$ cat config.mk
export PLATFORM = sky130hd
export DESIGN_NAME = stopwatch_bcd
export DESIGN_NICKNAME = d
export VERILOG_FILES = /design/src/rtl/stopwatch_pkg.sv /design/src/rtl/bcd_to_7seg.sv /design/src/rtl/stopwatch_bcd.sv
export SDC_FILE = /design/constraint.sdc
export NUM_CORES = 1
export LEC_CHECK = 0
export CAP_MARGIN = 10
export CORE_UTILIZATION = 30
export CTS_CLUSTER_SIZE = 8
export DETAILED_ROUTE_END_ITERATION = 8
export PLACE_DENSITY = 0.48
export SLEW_MARGIN = 20
export SYNTH_ARGS = -nofsm -noshare
export SYNTH_HDL_FRONTEND = slang
export SYNTH_SLANG_ARGS = --single-unit
$ cat constraint.sdc
create_clock -name clk -period 3.25 [get_ports clk]
set_input_delay 0.65 -clock clk [delete_from_list [all_inputs] [get_ports clk]]
set_output_delay 0.65 -clock clk [all_outputs]
set_load 0.03 [all_outputs]
$ cat src/rtl/stopwatch_pkg.sv
// Shared types and the active-high seven-segment lookup for the stopwatch.
package stopwatch_pkg;

    typedef enum logic [1:0] {
        IDLE  = 2'd0,
        RUN   = 2'd1,
        PAUSE = 2'd2
    } state_e;

    typedef logic [3:0] bcd_t;

    // Segment order {g,f,e,d,c,b,a}, 1 = lit.
    localparam logic [6:0] SEG_LUT [10] = '{
        7'h3F, 7'h06, 7'h5B, 7'h4F, 7'h66,
        7'h6D, 7'h7D, 7'h07, 7'h7F, 7'h6F
    };

endpackage

$ cat src/rtl/bcd_to_7seg.sv
// One BCD digit to a seven-segment pattern; codes above 9 blank the display.
import stopwatch_pkg::*;

module bcd_to_7seg #(
    parameter bit SEG_ACTIVE_LOW = 1'b1
) (
    input  bcd_t       bcd_i,
    output logic [6:0] seg_o
);

    logic [6:0] seg_raw;

    always_comb begin
        seg_raw = 7'h00;
        if (bcd_i <= 4'd9) begin
            seg_raw = SEG_LUT[bcd_i];
        end
    end

    assign seg_o = SEG_ACTIVE_LOW ? ~seg_raw : seg_raw;

endmodule

$ cat src/rtl/stopwatch_bcd.sv
// mm:ss.t stopwatch driven by a synchronised 10 Hz tick, with 7-segment outputs.
// Optional lap-freeze display is built when STOPWATCH_LAP_EN is defined.
import stopwatch_pkg::*;

module stopwatch_bcd #(
    parameter int SYNC_STAGES    = 2,
    parameter int MIN_TENS_MAX   = 5,
    parameter bit SEG_ACTIVE_LOW = 1'b1
) (
    input  logic        clk,
    input  logic        reset,
    input  logic        tick_in,
    input  logic        start_stop,
    input  logic        clear,
    input  logic        lap,
    output logic [19:0] digits,
    output logic [6:0]  hex4,
    output logic [6:0]  hex3,
    output logic [6:0]  hex2,
    output logic [6:0]  hex1,
    output logic [6:0]  hex0,
    output logic        running,
    output logic        wrap
);

    localparam bcd_t       MIN_T_MAX = bcd_t'(MIN_TENS_MAX);
    localparam logic [6:0] SEG_ZERO  = SEG_ACTIVE_LOW ? ~SEG_LUT[0] : SEG_LUT[0];

    logic [SYNC_STAGES-1:0] tick_sync_q;
    logic                   tick_prev_q;
    logic                   tick_en;
    logic [2:0]             btn_q;
    logic [2:0]             btn_prev_q;
    logic [2:0]             btn_pulse;
    logic                   ss_pulse;
    logic                   lap_pulse;
    logic                   clear_lvl;
    state_e                 state_q, state_d;
    bcd_t                   min_t_q, min_u_q, sec_t_q, sec_u_q, tenth_q;
    logic                   wrap_q;
    logic                   count_inc;
    logic [19:0]            live_count;

    // Tick and buttons are plain data into this clock domain.
    always_ff @(posedge clk or posedge reset) begin
        if (reset) begin
            tick_sync_q <= '0;
            tick_prev_q <= 1'b0;
            btn_q       <= 3'b000;
            btn_prev_q  <= 3'b000;
        end else begin
            tick_sync_q <= {tick_sync_q[SYNC_STAGES-2:0], tick_in};
            tick_prev_q <= tick_sync_q[SYNC_STAGES-1];
            btn_q       <= {lap, clear, start_stop};
            btn_prev_q  <= btn_q;
        end
    end

    assign tick_en   = tick_sync_q[SYNC_STAGES-1] & ~tick_prev_q;
    assign btn_pulse = btn_q & ~btn_prev_q;
    assign ss_pulse  = btn_pulse[0];
    assign lap_pulse = btn_pulse[2];
    assign clear_lvl = btn_q[1];

    always_ff @(posedge clk or posedge reset) begin
        if (reset) begin
            state_q <= IDLE;
        end else begin
            state_q <= state_d;
        end
    end

    always_comb begin
        state_d = state_q;
        unique case (state_q)
            IDLE:    if (!clear_lvl && ss_pulse) state_d = RUN;
            RUN:     if (clear_lvl) state_d = IDLE;
                     else if (ss_pulse) state_d = PAUSE;
            PAUSE:   if (clear_lvl) state_d = IDLE;
                     else if (ss_pulse) state_d = RUN;
            default: state_d = IDLE;
        endcase
    end

    // Current state gates counting, so a tick coinciding with a pause still lands.
    assign count_inc = (state_q == RUN) && tick_en && !clear_lvl;

    always_ff @(posedge clk or posedge reset) begin
        if (reset) begin
            {min_t_q, min_u_q, sec_t_q, sec_u_q, tenth_q} <= 20'h00000;
            wrap_q <= 1'b0;
        end else begin
            wrap_q <= 1'b0;
            if (clear_lvl) begin
                {min_t_q, min_u_q, sec_t_q, sec_u_q, tenth_q} <= 20'h00000;
            end else if (count_inc) begin
                if (tenth_q != 4'd9) begin
                    tenth_q <= tenth_q + 4'd1;
                end else begin
                    tenth_q <= 4'd0;
                    if (sec_u_q != 4'd9) begin
                        sec_u_q <= sec_u_q + 4'd1;
                    end else begin
                        sec_u_q <= 4'd0;
                        if (sec_t_q != 4'd5) begin
                            sec_t_q <= sec_t_q + 4'd1;
                        end else begin
                            sec_t_q <= 4'd0;
                            if (min_u_q != 4'd9) begin
                                min_u_q <= min_u_q + 4'd1;
                            end else begin
                                min_u_q <= 4'd0;
                                if (min_t_q != MIN_T_MAX) begin
                                    min_t_q <= min_t_q + 4'd1;
                                end else begin
                                    min_t_q <= 4'd0;
                                    wrap_q  <= 1'b1;
                                end
                            end
                        end
                    end
                end
            end
        end
    end

    assign live_count = {min_t_q, min_u_q, sec_t_q, sec_u_q, tenth_q};
    assign running    = (state_q == RUN);
    assign wrap       = wrap_q;

`ifdef STOPWATCH_LAP_EN
    logic        freeze_q;
    logic [19:0] lap_digits_q;

    always_ff @(posedge clk or posedge reset) begin
        if (reset) begin
            freeze_q     <= 1'b0;
            lap_digits_q <= 20'h00000;
        end else if (freeze_q) begin
            if (lap_pulse || ss_pulse || clear_lvl) begin
                freeze_q <= 1'b0;
            end
        end else if (lap_pulse && (state_q == RUN) && !ss_pulse && !clear_lvl) begin
            freeze_q     <= 1'b1;
            lap_digits_q <= live_count;
        end
    end

    assign digits = freeze_q ? lap_digits_q : live_count;
`else
    logic lap_unused;
    assign lap_unused = lap_pulse;
    assign digits     = live_count;
`endif

    logic [6:0] hex_all [5];

    for (genvar gi = 0; gi < 5; gi++) begin : g_seg
        logic [6:0] seg_d;
        logic [6:0] hex_q;

        bcd_to_7seg #(
            .SEG_ACTIVE_LOW(SEG_ACTIVE_LOW)
        ) u_seg (
            .bcd_i(digits[gi*4 +: 4]),
            .seg_o(seg_d)
        );

        always_ff @(posedge clk or posedge reset) begin
            if (reset) begin
                hex_q <= SEG_ZERO;
            end else begin
                hex_q <= seg_d;
            end
        end

        assign hex_all[gi] = hex_q;
    end

    assign hex0 = hex_all[0];
    assign hex1 = hex_all[1];
    assign hex2 = hex_all[2];
    assign hex3 = hex_all[3];
    assign hex4 = hex_all[4];

endmodule
==> flow_summary.ini <==
[critical_path]
worstPathArrival_ns = 1.68
cp_num_buf_inv = 1
crit_required_ns = 2.60
crit_fanout = 17
crit_family = buffers and inverters
cp_cell_sequence = clkdlybuf4s50_1
path_class = flop to output port
cp_slowest_cell = clkdlybuf4s50_1
r2r_slack_ns = 1.02
cpPeakStageDelay_ns = 0.76
end_kind = output port
start_kind = flop
crit_cells = 1
ff2ff_path_depth = 6

[power]
intPower_mw = 1.21
p_per_area_nw_per_um2 = 364
power_leakage_nw = 1.93
power.switching_mw = 0.336
switching_share_pct = 21.6
ir_worst_vdd_v = 0.000168
p_comb_share_pct = 3.1
p_seq_share_pct = 52.4
power_frac_clock_pct = 44.6

[global_route]
grt_pass1_wl_um = 12000
grt_use_total_pct = 13.3
antenna_found_initial = 0
grt_pass1_vias = 2492
grt_max_degree = 36
overflow = 0

[finish]
num_antenna_cells = 0
synthToLayoutAreaGrowth_pct = 28.2
drive_above_1_share_pct = 6.68
finalNonFillerCells = 544
final_nets = 439
fill_cells = 1108

[yosys]
synth-seq-cells = 64
synthArstFlopShare_pct = 100
avgSynthCellArea_um2 = 9.74
synth_area_leaders = dfrtp_1 44%, ha_1 13%, a21oi_1 5.3%
yosysMostFrequentCell = dfrtp_1
syn_inst = 341
synth_ff_type = dfrtp_1
synth.distinct_cells = 41
yosys.area.top_type = dfrtp_1
synth_edf_count = 0
synth_area_um2 = 3320
synth_top_area_share_pct = 44.4
ys_warn_count = 0
ys_seq_area_share_pct = 48.4
syn-num-nets = 381
synth_commonest_cells = 59 x dfrtp_1, 35 x a21oi_1, 34 x ha_1, 31 x nor2_1, 30 x o21ai_0

[timing]
fmax_mhz = 429
finalSetupTns_ns = 0
period_share_pct = 71.7
setup-violations-final = 0
maxSlewViolCount = 0
clock_skew_ns = 0.00565
hold_viol = 0
tightestPinTransition_ns = 0.812
slew_headroom_pct = 45.9
rsz0062_at_grt = no
post-route-min-period_ns = 2.33

[floorplan]
core_area_um2 = 10800
die_x_um = 107
initial_core_util_pct = 30.8
num_rows = 38
die_area_um2 = 11500
ioPinCount = 63
die_y_um = 107

[clocking]
clk_pin_slew_ns = 0.07
numCtsBuffers = 9
root_buffer = clkbuf_8
clk_latency_ns = 0.33
htree_num_levels = 3
cts.sinks = 64
cts.repair.resized = 0
hold_buffers = 0
cts_tree = done
post_cts_buffers = 0
clk_path_buf_depth = 2

[min_path]
hold_path_class = flop to flop
hold_path_depth = 0

[drt]
dr.pass1.iters = 5
postRouteWirelength_um = 6910
vias = 2588
drcViolationCount = 0
dr.first_iter.drc_count = 66
routedWlPerCell_um = 12.7
drt.antenna.violating_nets = 0
vias_per_cell = 4.76

[place]
hpwl_um = 4740
place_congestion = 0.794
placedCellCount = 528
io_buffers = 61

[status]
status = complete, no violations

[job]
drv_cap = 0
-- per-stage QoR --
stage               util, %  hold slack [ns]  setup slack (ns)  area (µm²)  power [mW]
floorplan                 -            0.331              1.01        3320       0.854
detailed placement     37.6            0.336              1.04        4060       0.877
global placement       37.6            0.333              1.07        4060       0.876
CTS                    39.5            0.351             0.891        4260        1.59
global route           39.5            0.364             0.777        4260        1.63
finish                 39.5            0.348             0.919        4260        1.55
-- power by group through the flow --
stage	sequential, mW	clock [mW]	combinational, mW
after global placement	0.826	0	0.0496
final	0.812	0.691	0.0475
after detailed placement	0.827	0	0.0502
after floorplan	0.825	0	0.0286
after CTS	0.812	0.725	0.0499
after global routing	0.813	0.761	0.0543
-- final timing paths --
kind                                 from              to
setup / recovery               sec_t_q[3]      digits[11]
hold / removal             tick_sync_q[0]  tick_sync_q[1]
setup reg to reg               tenth_q[1]      sec_t_q[3]
hold reg to reg            tick_sync_q[0]  tick_sync_q[1]
max in group asynchronous           reset         hex2[6]
min in group asynchronous           reset  tick_sync_q[0]
-- cells in the final DEF, fill, tap and decap left out, drive strengths merged, types with 2 or more instances in the layout --
cell           count
clkdlybuf4s50     61
dfrtp             59
a21oi             35
ha                34
nor2              31
o21ai             30
nand2             24
inv               22
nand3             16
clkbuf            13
nor3               8
a22oi              6
nand3b             5
nor2b              5
nand4              5
dfstp              5
a31oi              4
mux2i              4
or3                4
nand2b             4
nor4               4
and3b              3
o211ai             2
or2                2
o31ai              2
and3               2
clkinv             2
-- metal layers --
metal	up-vias	track usage (%)	wire length [µm]
li1	1294	-	-
met1	1235	18.4	3370
met2	49	19.6	3130
met3	10	2.74	295
met4	0	6.16	112
met5	-	0	0
-- flip-flops by register name, indices dropped and copies added (netlist names) --
| name | flops |
|---|---|
| hex0 | 7 |
| hex1 | 7 |
| hex2 | 7 |
| hex3 | 7 |
| hex4 | 7 |
| min_t_q | 4 |
| min_u_q | 4 |
| sec_t_q | 4 |
| sec_u_q | 4 |
| tenth_q | 4 |
| btn_q | 2 |
| state_q | 2 |
| tick_sync_q | 2 |
| btn_prev_q | 1 |
| tick_prev_q | 1 |
| wrap | 1 |
-- area by class of cell --
| type | instances | area, µm² | share of cell area, % |
|---|---|---|---|
| repair buffers | 62 | 631 | 14.8 |
| multi-input cells | 240 | 1560 | 36.7 |
| flip-flops and latches | 64 | 1610 | 37.7 |
| clock inverters | 3 | 40.0 | 0.940 |
| clock buffers | 13 | 159 | 3.73 |
| inverters | 22 | 82.6 | 1.94 |
| well taps | 140 | 175 | 4.11 |
-- logic make-up (layout without fill, tap and decap cells) --
family / count (synthesis) / count (layout) / synth area share (%)
AND/OR/NAND/NOR: 118 / 118 / 19.0
AO/OA/AOI/OAI: 83 / 83 / 13.8
adder cells (fa/ha/maj): 34 / 34 / 12.8
buffers and inverters: 37 / 100 / 4.52
XOR/XNOR: 1 / 1 / 0.264
multiplexers: 4 / 4 / 1.21
flip-flops: 64 / 64 / 48.4
Power figures use the tool's default switching activity.
